[config.mk]
export PLATFORM = sky130hd
export DESIGN_NAME = dma_wr_split
export DESIGN_NICKNAME = d
export VERILOG_FILES = /design/src/rtl/dma_wr_split.sv
export SDC_FILE = /design/constraint.sdc
export NUM_CORES = 1
export LEC_CHECK = 0
export ABC_AREA = 1
export CAP_MARGIN = 10
export CELL_PAD_IN_SITES_DETAIL_PLACEMENT = 1
export CELL_PAD_IN_SITES_GLOBAL_PLACEMENT = 1
export CORE_MARGIN = 2
export CORE_UTILIZATION = 31
export DETAILED_ROUTE_END_ITERATION = 16
export PLACE_DENSITY_LB_ADDON = 0.1
export SETUP_SLACK_MARGIN = 0.2
export SYNTH_ARGS = -nofsm -noshare
export SYNTH_HDL_FRONTEND = slang
export SYNTH_SLANG_ARGS = --single-unit
[constraint.sdc]
create_clock -name ACLK -period 10 [get_ports ACLK]
set_input_delay 2 -clock ACLK [delete_from_list [all_inputs] [get_ports ACLK]]
set_output_delay 2 -clock ACLK [all_outputs]
set_load 0.05 [all_outputs]
[src/rtl/dma_wr_split.sv]
// dma_wr_split
// Splits one write command (start address + beat count) into AXI4 INCR bursts
// of at most BL beats that never cross a 4 KB page, streams the payload straight
// through to the W channel, and collects one B response per burst. A one-cycle
// done pulse (with the accumulated error flag) closes out the command.
//
// Ports
//   ACLK, ARESETn            clock, asynchronous active-low reset
//   cmd_addr/beats/id        command (address AXI_BYTES-aligned, beats >= 1)
//   cmd_valid/cmd_ready      command handshake (ready only while idle)
//   src_data/valid/ready     payload stream, passed combinationally to W
//   usr_aw*                  AXI write address channel
//   usr_w*                   AXI write data channel
//   usr_b*                   AXI write response channel
//   done, err                completion pulse and error flag (err valid with done)
module dma_wr_split #(
    parameter int AXI_DW = 128,
    parameter int AXI_AW = 32,
    parameter int AXI_IW = 8,
    parameter int AXI_LW = 8,
    parameter int BL     = 16,
    parameter int CNTW   = 16,
    localparam int AXI_BYTES = AXI_DW / 8
) (
    input  logic                 ACLK,
    input  logic                 ARESETn,

    input  logic [AXI_AW-1:0]    cmd_addr,
    input  logic [CNTW-1:0]      cmd_beats,
    input  logic [AXI_IW-1:0]    cmd_id,
    input  logic                 cmd_valid,
    output logic                 cmd_ready,

    input  logic [AXI_DW-1:0]    src_data,
    input  logic                 src_valid,
    output logic                 src_ready,

    output logic [AXI_IW-1:0]    usr_awid,
    output logic [AXI_AW-1:0]    usr_awaddr,
    output logic [AXI_LW-1:0]    usr_awlen,
    output logic [2:0]           usr_awsize,
    output logic [1:0]           usr_awburst,
    output logic                 usr_awvalid,
    input  logic                 usr_awready,

    output logic [AXI_DW-1:0]    usr_wdata,
    output logic [AXI_BYTES-1:0] usr_wstrb,
    output logic                 usr_wlast,
    output logic                 usr_wvalid,
    input  logic                 usr_wready,

    input  logic [AXI_IW-1:0]    usr_bid,
    input  logic [1:0]           usr_bresp,
    input  logic                 usr_bvalid,
    output logic                 usr_bready,

    output logic                 done,
    output logic                 err
);

    localparam int SIZE_LOG2 = $clog2(AXI_BYTES);
    localparam int BCW       = AXI_LW + 1;   // holds a full BL-beat count

    typedef enum logic [1:0] {IDLE, AW, W, RESP} state_t;

    state_t              state_reg;
    logic [AXI_AW-1:0]   addr_reg;
    logic [CNTW-1:0]     remaining_reg;
    logic [CNTW-1:0]     issued_reg;
    logic [CNTW-1:0]     resp_reg;
    logic [AXI_IW-1:0]   id_reg;
    logic [BCW-1:0]      beats_left_reg;
    logic                err_reg;
    logic                done_reg;

    // Burst length for the next AW: the smallest of what is left, BL, and the
    // beats remaining before the next 4 KB page. Derived only from registers,
    // so the AW payload stays stable while waiting for usr_awready.
    logic [12:0] page_room;
    logic [31:0] room_beats;
    logic [31:0] burst_beats;

    always_comb begin
        page_room   = 13'd4096 - {1'b0, addr_reg[11:0]};
        room_beats  = 32'(page_room >> SIZE_LOG2);
        burst_beats = 32'(BL);
        if (room_beats < burst_beats)
            burst_beats = room_beats;
        if (32'(remaining_reg) < burst_beats)
            burst_beats = 32'(remaining_reg);
    end

    logic aw_hs;
    logic w_hs;
    logic b_hs;
    logic last_beat;

    assign aw_hs     = usr_awvalid & usr_awready;
    assign w_hs      = usr_wvalid & usr_wready;
    assign b_hs      = usr_bvalid & usr_bready;
    assign last_beat = (beats_left_reg == BCW'(1));

    assign cmd_ready   = (state_reg == IDLE);

    assign usr_awvalid = (state_reg == AW);
    assign usr_awid    = id_reg;
    assign usr_awaddr  = addr_reg;
    assign usr_awlen   = AXI_LW'(burst_beats - 32'd1);
    assign usr_awsize  = 3'(SIZE_LOG2);
    assign usr_awburst = 2'b01;

    // Zero-latency payload path: the source sees the slave's ready directly.
    assign usr_wvalid  = (state_reg == W) & src_valid;
    assign src_ready   = (state_reg == W) & usr_wready;
    assign usr_wdata   = src_data;
    assign usr_wstrb   = '1;
    assign usr_wlast   = (state_reg == W) & last_beat;

    // Responses for earlier bursts may arrive while later ones are in flight.
    assign usr_bready  = (state_reg != IDLE);

    assign done = done_reg;
    assign err  = err_reg;

    // Response ID and OKAY/EXOKAY distinction are not needed: one ID per command.
    logic unused_inputs;
    assign unused_inputs = ^{usr_bid, usr_bresp[0]};

    always_ff @(posedge ACLK or negedge ARESETn) begin
        if (!ARESETn) begin
            state_reg      <= IDLE;
            addr_reg       <= '0;
            remaining_reg  <= '0;
            issued_reg     <= '0;
            resp_reg       <= '0;
            id_reg         <= '0;
            beats_left_reg <= '0;
            err_reg        <= 1'b0;
            done_reg       <= 1'b0;
        end else begin
            done_reg <= 1'b0;

            // B channel runs independently of the AW/W progress.
            if (b_hs) begin
                resp_reg <= resp_reg + CNTW'(1);
                if (usr_bresp[1])
                    err_reg <= 1'b1;
            end

            case (state_reg)
                IDLE: begin
                    if (cmd_valid) begin
                        addr_reg      <= cmd_addr;
                        remaining_reg <= cmd_beats;
                        id_reg        <= cmd_id;
                        issued_reg    <= '0;
                        resp_reg      <= '0;
                        err_reg       <= 1'b0;
                        state_reg     <= AW;
                    end
                end
                AW: begin
                    if (aw_hs) begin
                        issued_reg     <= issued_reg + CNTW'(1);
                        addr_reg       <= addr_reg + AXI_AW'(burst_beats << SIZE_LOG2);
                        remaining_reg  <= remaining_reg - CNTW'(burst_beats);
                        beats_left_reg <= BCW'(burst_beats);
                        state_reg      <= W;
                    end
                end
                W: begin
                    if (w_hs) begin
                        beats_left_reg <= beats_left_reg - BCW'(1);
                        if (last_beat)
                            state_reg <= (remaining_reg == '0) ? RESP : AW;
                    end
                end
                RESP: begin
                    // A response landing this cycle may be the one that completes.
                    if ((resp_reg + CNTW'(b_hs)) == issued_reg) begin
                        done_reg  <= 1'b1;
                        state_reg <= IDLE;
                    end
                end
                default: state_reg <= IDLE;
            endcase
        end
    end

endmodule

## After elaboration in Yosys (flattened, before gate mapping)

Index checks and enable logic that the tools add are counted.

- Register bits after elaboration: 101
- Input port bits: 201

- $add $sub $neg: 8
- Order comparisons: 2
- Equal/unequal tests: 10
- Muxes and demuxes: 30
- Bitwise gates (word level): 6
- Reduce and logical (&&, ||, !) cells: 9

Operators with widths:

| kind | count |
|---|---|
| $mux W16 | 8 |
| $mux W32 | 2 |
| $pmux W16 S2 | 2 |
| $pmux W32 S2 | 1 |
| $add A16 B1 Y16 const B | 2 |
| $add A32 B20 Y32 | 1 |
| $mux W9 | 3 |
| $pmux W9 S2 | 1 |
| $add A16 B1 Y16 | 1 |
| $eq A16 B16 Y1 | 1 |
| $logic_not A16 Y1 | 1 |
| $lt A16 B9 Y1 | 1 |
| $sub A16 B16 Y16 | 1 |
| $sub A13 B12 Y13 const A | 1 |
| $mux W2 | 6 |
| $eq A9 B1 Y1 const B | 1 |
| $lt A9 B5 Y1 const B | 1 |
| $sub A9 B1 Y9 const B | 1 |
| $ne A2 B2 Y1 const B | 4 |
| $pmux W2 S4 | 1 |
| $sub A8 B1 Y8 const B | 1 |
| $and A1 B1 Y1 | 6 |
| $mux W1 | 6 |
| $reduce_and A3 Y1 | 2 |
| other kinds (7) | 10 |

## Depth between registers and ports, before layout

- Depth in word-level cells: 8
- Mapped depth: 36

## Worst setup path before layout

No wires, ideal clock.

- Kind: register -> output
- Start point: register addr_reg[3] (netlist: usr_awaddr[3])
- End point: output usr_awlen[4]
- Data arrival time: 3.957 ns
- Slack: 4.043 ns
- Cell stages (with the launch flop): 23
- Path buffers: 1
- Cell sequence: dfrtp_1 nor2_1 nand3_1 nor2_1 inv_1 nor2_1 inv_1 a21oi_1 inv_1 ha_1 a21oi_1 nand2_1 nand2_1 nand2_1 nand2_4 nand2_4 buf_6 nand2_1 o21ai_2 inv_1 ha_1 nand3_1 xor2_1

- Longest elaborated chain between the ends: 6

Ends and longest elaborated chain:

| item | line | text |
|---|---|---|
| start: declaration | 67 | `logic [AXI_AW-1:0] addr_reg;` |
| start signal: assignment | 153 | `addr_reg <= cmd_addr;` |
| start signal: assignment | 165 | `addr_reg <= addr_reg + AXI_AW'(burst_beats << SIZE_LOG2);` |
| $sub A13 B12 Y13 (*) | 84 | `page_room = 13'd4096 - {1'b0, addr_reg[11:0]};` |
| $lt A9 B5 Y1 | 87 | `if (room_beats < burst_beats)` |
| $mux W9 (*) | 87 |  |
| $lt A16 B9 Y1 | 89 | `if (32'(remaining_reg) < burst_beats)` |
| $mux W16 (*) | 89 |  |
| $sub A8 B1 Y8 (*) | 108 | `assign usr_awlen = AXI_LW'(burst_beats - 32'd1);` |
| end: declaration | 40 | `output logic [AXI_LW-1:0] usr_awlen,` |

Every way passes the cells marked *; elsewhere a longest branch is shown, timed or not.

## Worst setup path after layout

Ends and elaborated chain as after synthesis.

==> results.md <==
* Run status: finished clean
* Layout Skew at 0.01159 ns
* Family with the most delay on the worst path: simple AND/OR/NAND/NOR gates
* PortBufs at 119
* Area of the die at 0.02876 mm²
* H-Tree Depth at 3
* Largest net degree at the start of global routing at 74
* Antenna violations before repair at 2
* Arithmetic-cell share of the synthesized area counting full adders, half adders and majority gates at 0.06359
* TritonCTS buffer count at 9
* Clock tree root buffer cell: clkbuf_16
* Highest clock rate at 152.8 MHz
* Worst hold-check path type: reg2reg
* Cell area power density at 318.0 mW/mm²
* CP Data Required Time at 8.00 ns
* Die Span X at 169.6 µm
* Cell with the largest stage delay on the worst path: clkdlybuf4s50_1
* Fillers at 3344
* Post-DR wirelength/cell at 16.57 µm
* Max-capacitance violation count at 0
* NumNets Final at 1402
* Placer congestion estimate at 0.8002
* Mux cell area share after synthesis at 0
* Filler-free cell count of the finished design at 1505
* Class of the most critical setup path: reg2out
* Fraction of synthesized cell area in xor and xnor cells at 0.05564
* Combined flip-flop and latch cell area at 0.002527 mm²
* Share of the synthesized area in the top cell type at 0.2973
* Cell taking the most area after synthesis: dfrtp_1
* Syn Area/Cell at 7.259 µm²
* Worst flop-to-flop path startpoint: usr_awaddr[3]$_DFFE_PN0P_
* Clock Sinks at 101
* Depth of the worst register-to-register path at 31
* Worst-Skew Late Latency at 0.35 ns
* # Post-CTS Setup Buffers at 0
* Share of layout cells above drive strength 1 at 0.04901
* Most used DFF post-synth: dfrtp_1
* Detailed-router iteration count before antenna repair at 4
* Most frequent standard cell in the layout excluding fill and tap cells: nand2_1
* Maximum VDD drop at 150.5 µV
* Fin. max-slew vios at 0
* Area growth from synthesis to layout at 9.700%
* Via count of the first global-routing pass at 7402
* Largest driver fanout on the critical path at 13
* TritonCTS clock tree: done
* Antenna violation net count after detailed routing at 0
* Number of buffers and inverters on the critical path at 5
* Stages on worst setup path at 21
* Final setup vio count at 0
* Yosys warnings at 0
* Arr. time, crit path at 4.54 ns
* Complex-gate fraction of the synthesized area at 0.1437
* Leakage dissipation at 4.303 nW
* Largest family of logic cells by synthesized area: simple AND/OR/NAND/NOR gates
* Worst-case hold slack at 0.4817 ns
* Most used cell, CP: inv_1
* Maximum single-stage delay on the critical path at 0.82 ns
* Total routed wirelength at 24930 µm
* CP Launch Point: usr_awaddr[3]$_DFFE_PN0P_
* Slew at the pin with the worst max-slew slack at 0.9619 ns
* Setup repair after global routing missed its margin: no
* Count of standard-cell rows at 60
* HPWL reported at the end of detailed placement at 19070 µm
* Number of stages on the worst hold path at 2
* Proportion of register bits with asynchronous set or reset after synthesis at 1.000
* Kind of start point of the critical path: flop
* Starting Density at 0.3154
* All-layer global routing usage at 0.1762
* Via count at 7197
* Number of flip-flops in the largest register at 32
* Hold path startpoint: usr_awid[6]$_DFFE_PN0P_
* Number of standard cells after synthesis at 1171
* Clock Pin Slew Worst Setup and Hold Paths at 0.07 ns
* Commonest cells after routing, fill and taps aside: 248 x nand2_1, 118 x clkdlybuf4s50_1, 117 x inv_1
* Count of cell types in the netlist at 47
* Gates resized, CTS repair at 0
* Simple-gate share of the synthesized area at 0.2380
* Crit end category: primary output
* Global-route wire length before repair at 40340 µm
* I/O Pins at 406
* Buffers from clock root to sink, at most at 2
* Vias per cell at 4.782
* Grt ovf at 0
* Area of the mapped netlist at 0.008501 mm²
* Worst relative slew slack at 0.3587
* Clock period minus worst slack at 6.542 ns
* Core box area at 0.02695 mm²
* Flip-flop and latch count after synthesis at 101
* Multi-input gate area in the final layout at 0.004388 mm²
* Cell-by-cell listing of the critical path: nor2_1, nand3_1, nor2_1, inv_1, nor2_1, inv_1, a21oi_1, inv_1, ha_1, a21oi_1, nand2_1, nand2_1, nand2_1, nand2_4, nand2_4, o21ai_2, inv_1, ha_1, nand3_1, xor2_1, clkdlybuf4s50_1
* Final critical-path share of the clock period at 0.6542
* Violation count after the first detailed-routing iteration at 301
* EDFF count, synth at 0
* DRC violations left at 0
* Endpoints failing hold at 0
* Main area contributors after synthesis: dfrtp_1 30%, buf_4 13%, nand2_1 11%, ha_1 5.9%, o21ai_0 5.7%
* Die Y-Extent at 169.6 µm
* Fraction of the yosys area taken by sequential cells at 0.2973
* Setup TNS at 0 ns
* Total placed cells including tap cells at 1489
* Hold bufs inserted after CTS at 0
worst register-to-register path, delay by kind of cell (launching register included):
| family | cells | cell delay (ns) |
|---|---|---|
| adders and majority gates | 3 | 0.96 |
| xor gates and xnor gates | 1 | 0.17 |
| DFF | 1 | 0.40 |
| and+or+nand+nor | 13 | 1.58 |
| buffers and inverters | 5 | 0.34 |
| AOI/OAI and AO/OA | 9 | 2.00 |
area by class of cell:
type,instances,area share
Timing Repair Buffer,122,0.1299
Tap cell,341,0.04575
Antenna cell,1,0.0002683
Inverter,127,0.05112
Clock buffer,12,0.02643
Clock inverter,3,0.004964
Multi-Input combinational cell,798,0.4705
Sequential cell,101,0.2710
final timing paths:
| check | end | slack, ns |
|---|---|---|
| max | usr_awlen[4] | 3.46 |
| min | usr_awid[6]$_DFFE_PN0P_ | 0.48 |
| max reg2reg | usr_awaddr[24]$_DFFE_PN0P_ | 4.37 |
| min reg2reg | usr_awid[6]$_DFFE_PN0P_ | 0.48 |
| max in group asynchronous | remaining_reg[4]$_DFFE_PN0P_ | 7.12 |
| min in group asynchronous | usr_awid[0]$_DFFE_PN0P_ | 1.65 |
power by group:
part           total [mW]  switching, mW  internal (mW)
Sequential          0.724          0.165          0.559
Clock               0.370          0.169          0.201
Combinational        1.87           1.26          0.615
kinds of logic (layout without fill, tap and decap cells):
logic type | count (synthesis) | after routing
simple gates | 449 | 449
buf+inv | 302 | 264
compound gates | 221 | 221
flops | 101 | 101
xor+xnor | 54 | 54
fa+ha+maj | 42 | 42
other cells | 2 | 33
metal layers:
metal,share of wire,vias to the layer above,GRT usage
met5,0.00052,-,0.008696
met4,0.017,2,0.03976
met3,0.064,43,0.05247
met2,0.43,176,0.2696
met1,0.49,3360,0.2438
li1,-,3616,-
synthesized netlist by cell type (3+ instances only):
master    instances
xor2_1           37
o211ai_1         14
nor3b_1           4
a31oi_1          14
a221oi_1          3
o21ai_0          97
clkbuf_1         23
xnor2_1          17
a21boi_0          3
o21ai_1           7
nor2_1           73
nand2_2           5
a21oi_1          62
inv_2             8
nand3_1          53
nor2_2           10
o22ai_1           9
inv_1           117
o21bai_1          4
nor2_4            3
ha_1             40
nand4_1          10
nor4_1            9
or2_2             4
nor3_1           17
buf_4           149
nand2_1         248
dfrtp_1         101
per-stage QoR:
step	setup WS [ns]	utilization	power [mW]	instance area, µm²
final	3.458	0.3460	2.965	9325
after global routing	2.967	0.3459	3.246	9323
after CTS	3.347	0.3459	3.015	9323
after detailed placement	3.744	0.3351	2.624	9030
after global placement	3.774	0.3351	2.602	9030
after floorplan	4.043	-	2.183	8613
(Power assumes the default switching activity.)
==> edit (same settings) <==
Set the parameter `CNTW` to 15 (it was 16).
--- a/src/rtl/dma_wr_split.sv
+++ b/src/rtl/dma_wr_split.sv
@@ -21,3 +21,3 @@
     parameter int BL     = 16,
-    parameter int CNTW   = 16,
+    parameter int CNTW   = 15,
     localparam int AXI_BYTES = AXI_DW / 8
Ports: changed (resized cmd_beats); port bits go from 406 to 405. No check against the original RTL was run, so the function may have changed too.
==> edit against the unedited design <==
- cell area shrank 1.3%
- critical path depth grew 2
- global-route usage grew 0.90 points
- setup slack lost 0.42 ns
- power grew 0.98%
- area after synthesis shrank 1.1%
- combinational power grew 2%
- critical path type unchanged
- sequential cell count shrank 3
- sequential power is essentially flat
- routed wire length grew 4.3%
- largest cell class unchanged
==> edit: results <==
[worst_setup_path]
worst-r2r-cell-count = 34
max_fanout_on_critical_path = 14
timing.reg2reg.setup_slack_ns = 4.03
timing.critical_path.arrival_ns = 4.97
timing.critical_path.slowest_cell_delay_ns = 0.81

[place]
hpwlAfterDp_microns = 20070
detailed_place.area_sq_um = 8917
dp_worst_setup_slack_ns = 3.380
port-buffer-count = 118
gpl_wtd_cong = 0.7904

[synth]
synth.mux.area_fraction_pct = 0
seq_area_frac_synth_pct = 29.17
yosys.area_share.xor_xnor_pct = 5.834
netlist-cell-type-count = 45
synth_top_cells_by_count = "nand2_1, buf_4, inv_1, dfrtp_1, nor2_1"
postSynth.asyncResetShare_pct = 100.0
arithmetic_cell_share_of_the_synthesized_area_counting_full_adders_half_adders_and_majority_gates_pct = 6.281
netlist_instances = 1155
synth_compound_area_share_pct = 14.26
post_synth_main_area_contributors = "dfrtp_1, buf_4, nand2_1, ha_1, inv_1"
synth.yosys.warnings = 0

[power]
power_leakage_nw = 4.191
peakVddDrop_mv = 0.1301

[run]
drv_cap = 0

[timing]
clock_skew_ns = 0.01324
final_max_slew_viol_count = 0
max_slew.worst_pin.slew_ns = 0.9541
final.hold.worst_slack_ns = 0.4805
layout_min_cycle_time_ns = 6.965

[run_status]
outcome = "completed"

[routing]
avgViaCountPerCell = 4.765
first_pass_detailed_route_iteration_total = 6
drt_iter0_drc = 272
post_drt_wl_per_cell_microns = 17.48

[global_route]
grt_antenna_before_repair = 0
number_of_global_route_vias_before_repair = 7365
grt_max_degree = 72
track_usage_pct = 18.52
grt_first_pass_wirelength_microns = 41080

[cells_and_area]
final_cells = 1487
post_route_cells_drive_above_1_share_pct = 6.457
layout.filler_cells = 3297
antenna_cells_inserted = 0
num-nets-final = 1382
stdcell_area_sq_um = 9203

[clock_network]
clk_pin_slew_ns = 0.08
clock_tree_root = "clkbuf_16"
cts_buffer_depth = 2
post_cts_resize_count = 0
clk-insertion-delay-late_ns = 0.36
post_cts_setup_buffers = 0
number_of_clock_buffers_inserted_by_tritoncts = 9

[hold_path]
hold-path-cell-count = 2
==> edit: changes by cell type in the layout (fill, tap and decap cells not counted), sizes merged, moves of 6 or more <==
cell   change
a21oi      -6
nand2     -17
nor2      +26
xor2       +7
==> edit: kinds of logic (layout without fill, tap and decap cells) <==
group,Yosys count,in the layout
AOI/OAI and AO/OA,210,210
adders and majority gates,41,41
DFF,98,98
xor gates and xnor gates,56,56
buffers and inverters,302,264
and+or+nand+nor,446,446
other,2,31
==> edit: power by group <==
part           internal, W  switching (W)  total, W
Clock             0.000174       0.000185  0.000359
Combinational     0.000630        0.00128   0.00191
Sequential        0.000545       0.000177  0.000722
Total              0.00135        0.00164   0.00299
==> edit: layout make-up <==
cell class / count / share of cell area (%)
clock buffer: 9 / 2.447
clock inverter: 7 / 0.6526
inverter: 125 / 5.099
multi-input combinational: 784 / 47.30
sequential: 98 / 26.65
tap: 341 / 4.636
timing repair buffer: 123 / 13.22
==> edit: critical path, delay by kind of cell (launching register included) <==
family                     cells  cell delay (ns)
and+or+nand+nor               14             1.66
buffers and inverters          3             1.07
AOI/OAI and AO/OA              3             0.80
adders and majority gates      2             0.47
DFF                            1             0.46
xor gates and xnor gates       1             0.14
==> edit: path summary, 6_finish.rpt <==
path                               start          endpoint
max in group asynchronous        ARESETn  remaining_reg[1]
min                          usr_awid[2]       usr_awid[2]
min in group asynchronous        ARESETn      resp_reg[11]
max reg2reg                usr_awaddr[6]    usr_awaddr[30]
min reg2reg                  usr_awid[2]       usr_awid[2]
max                        usr_awaddr[6]      usr_awlen[4]
==> edit: metal layers <==
metal	track usage, %	part of all wire, %	vias to the layer above	wire length, microns
li1	-	-	3547	-
met1	22.21	44	3357	11420
met2	32.98	49	134	12800
met3	3.250	3.7	48	962
met4	7.121	3.1	0	813
met5	0	0	-	0
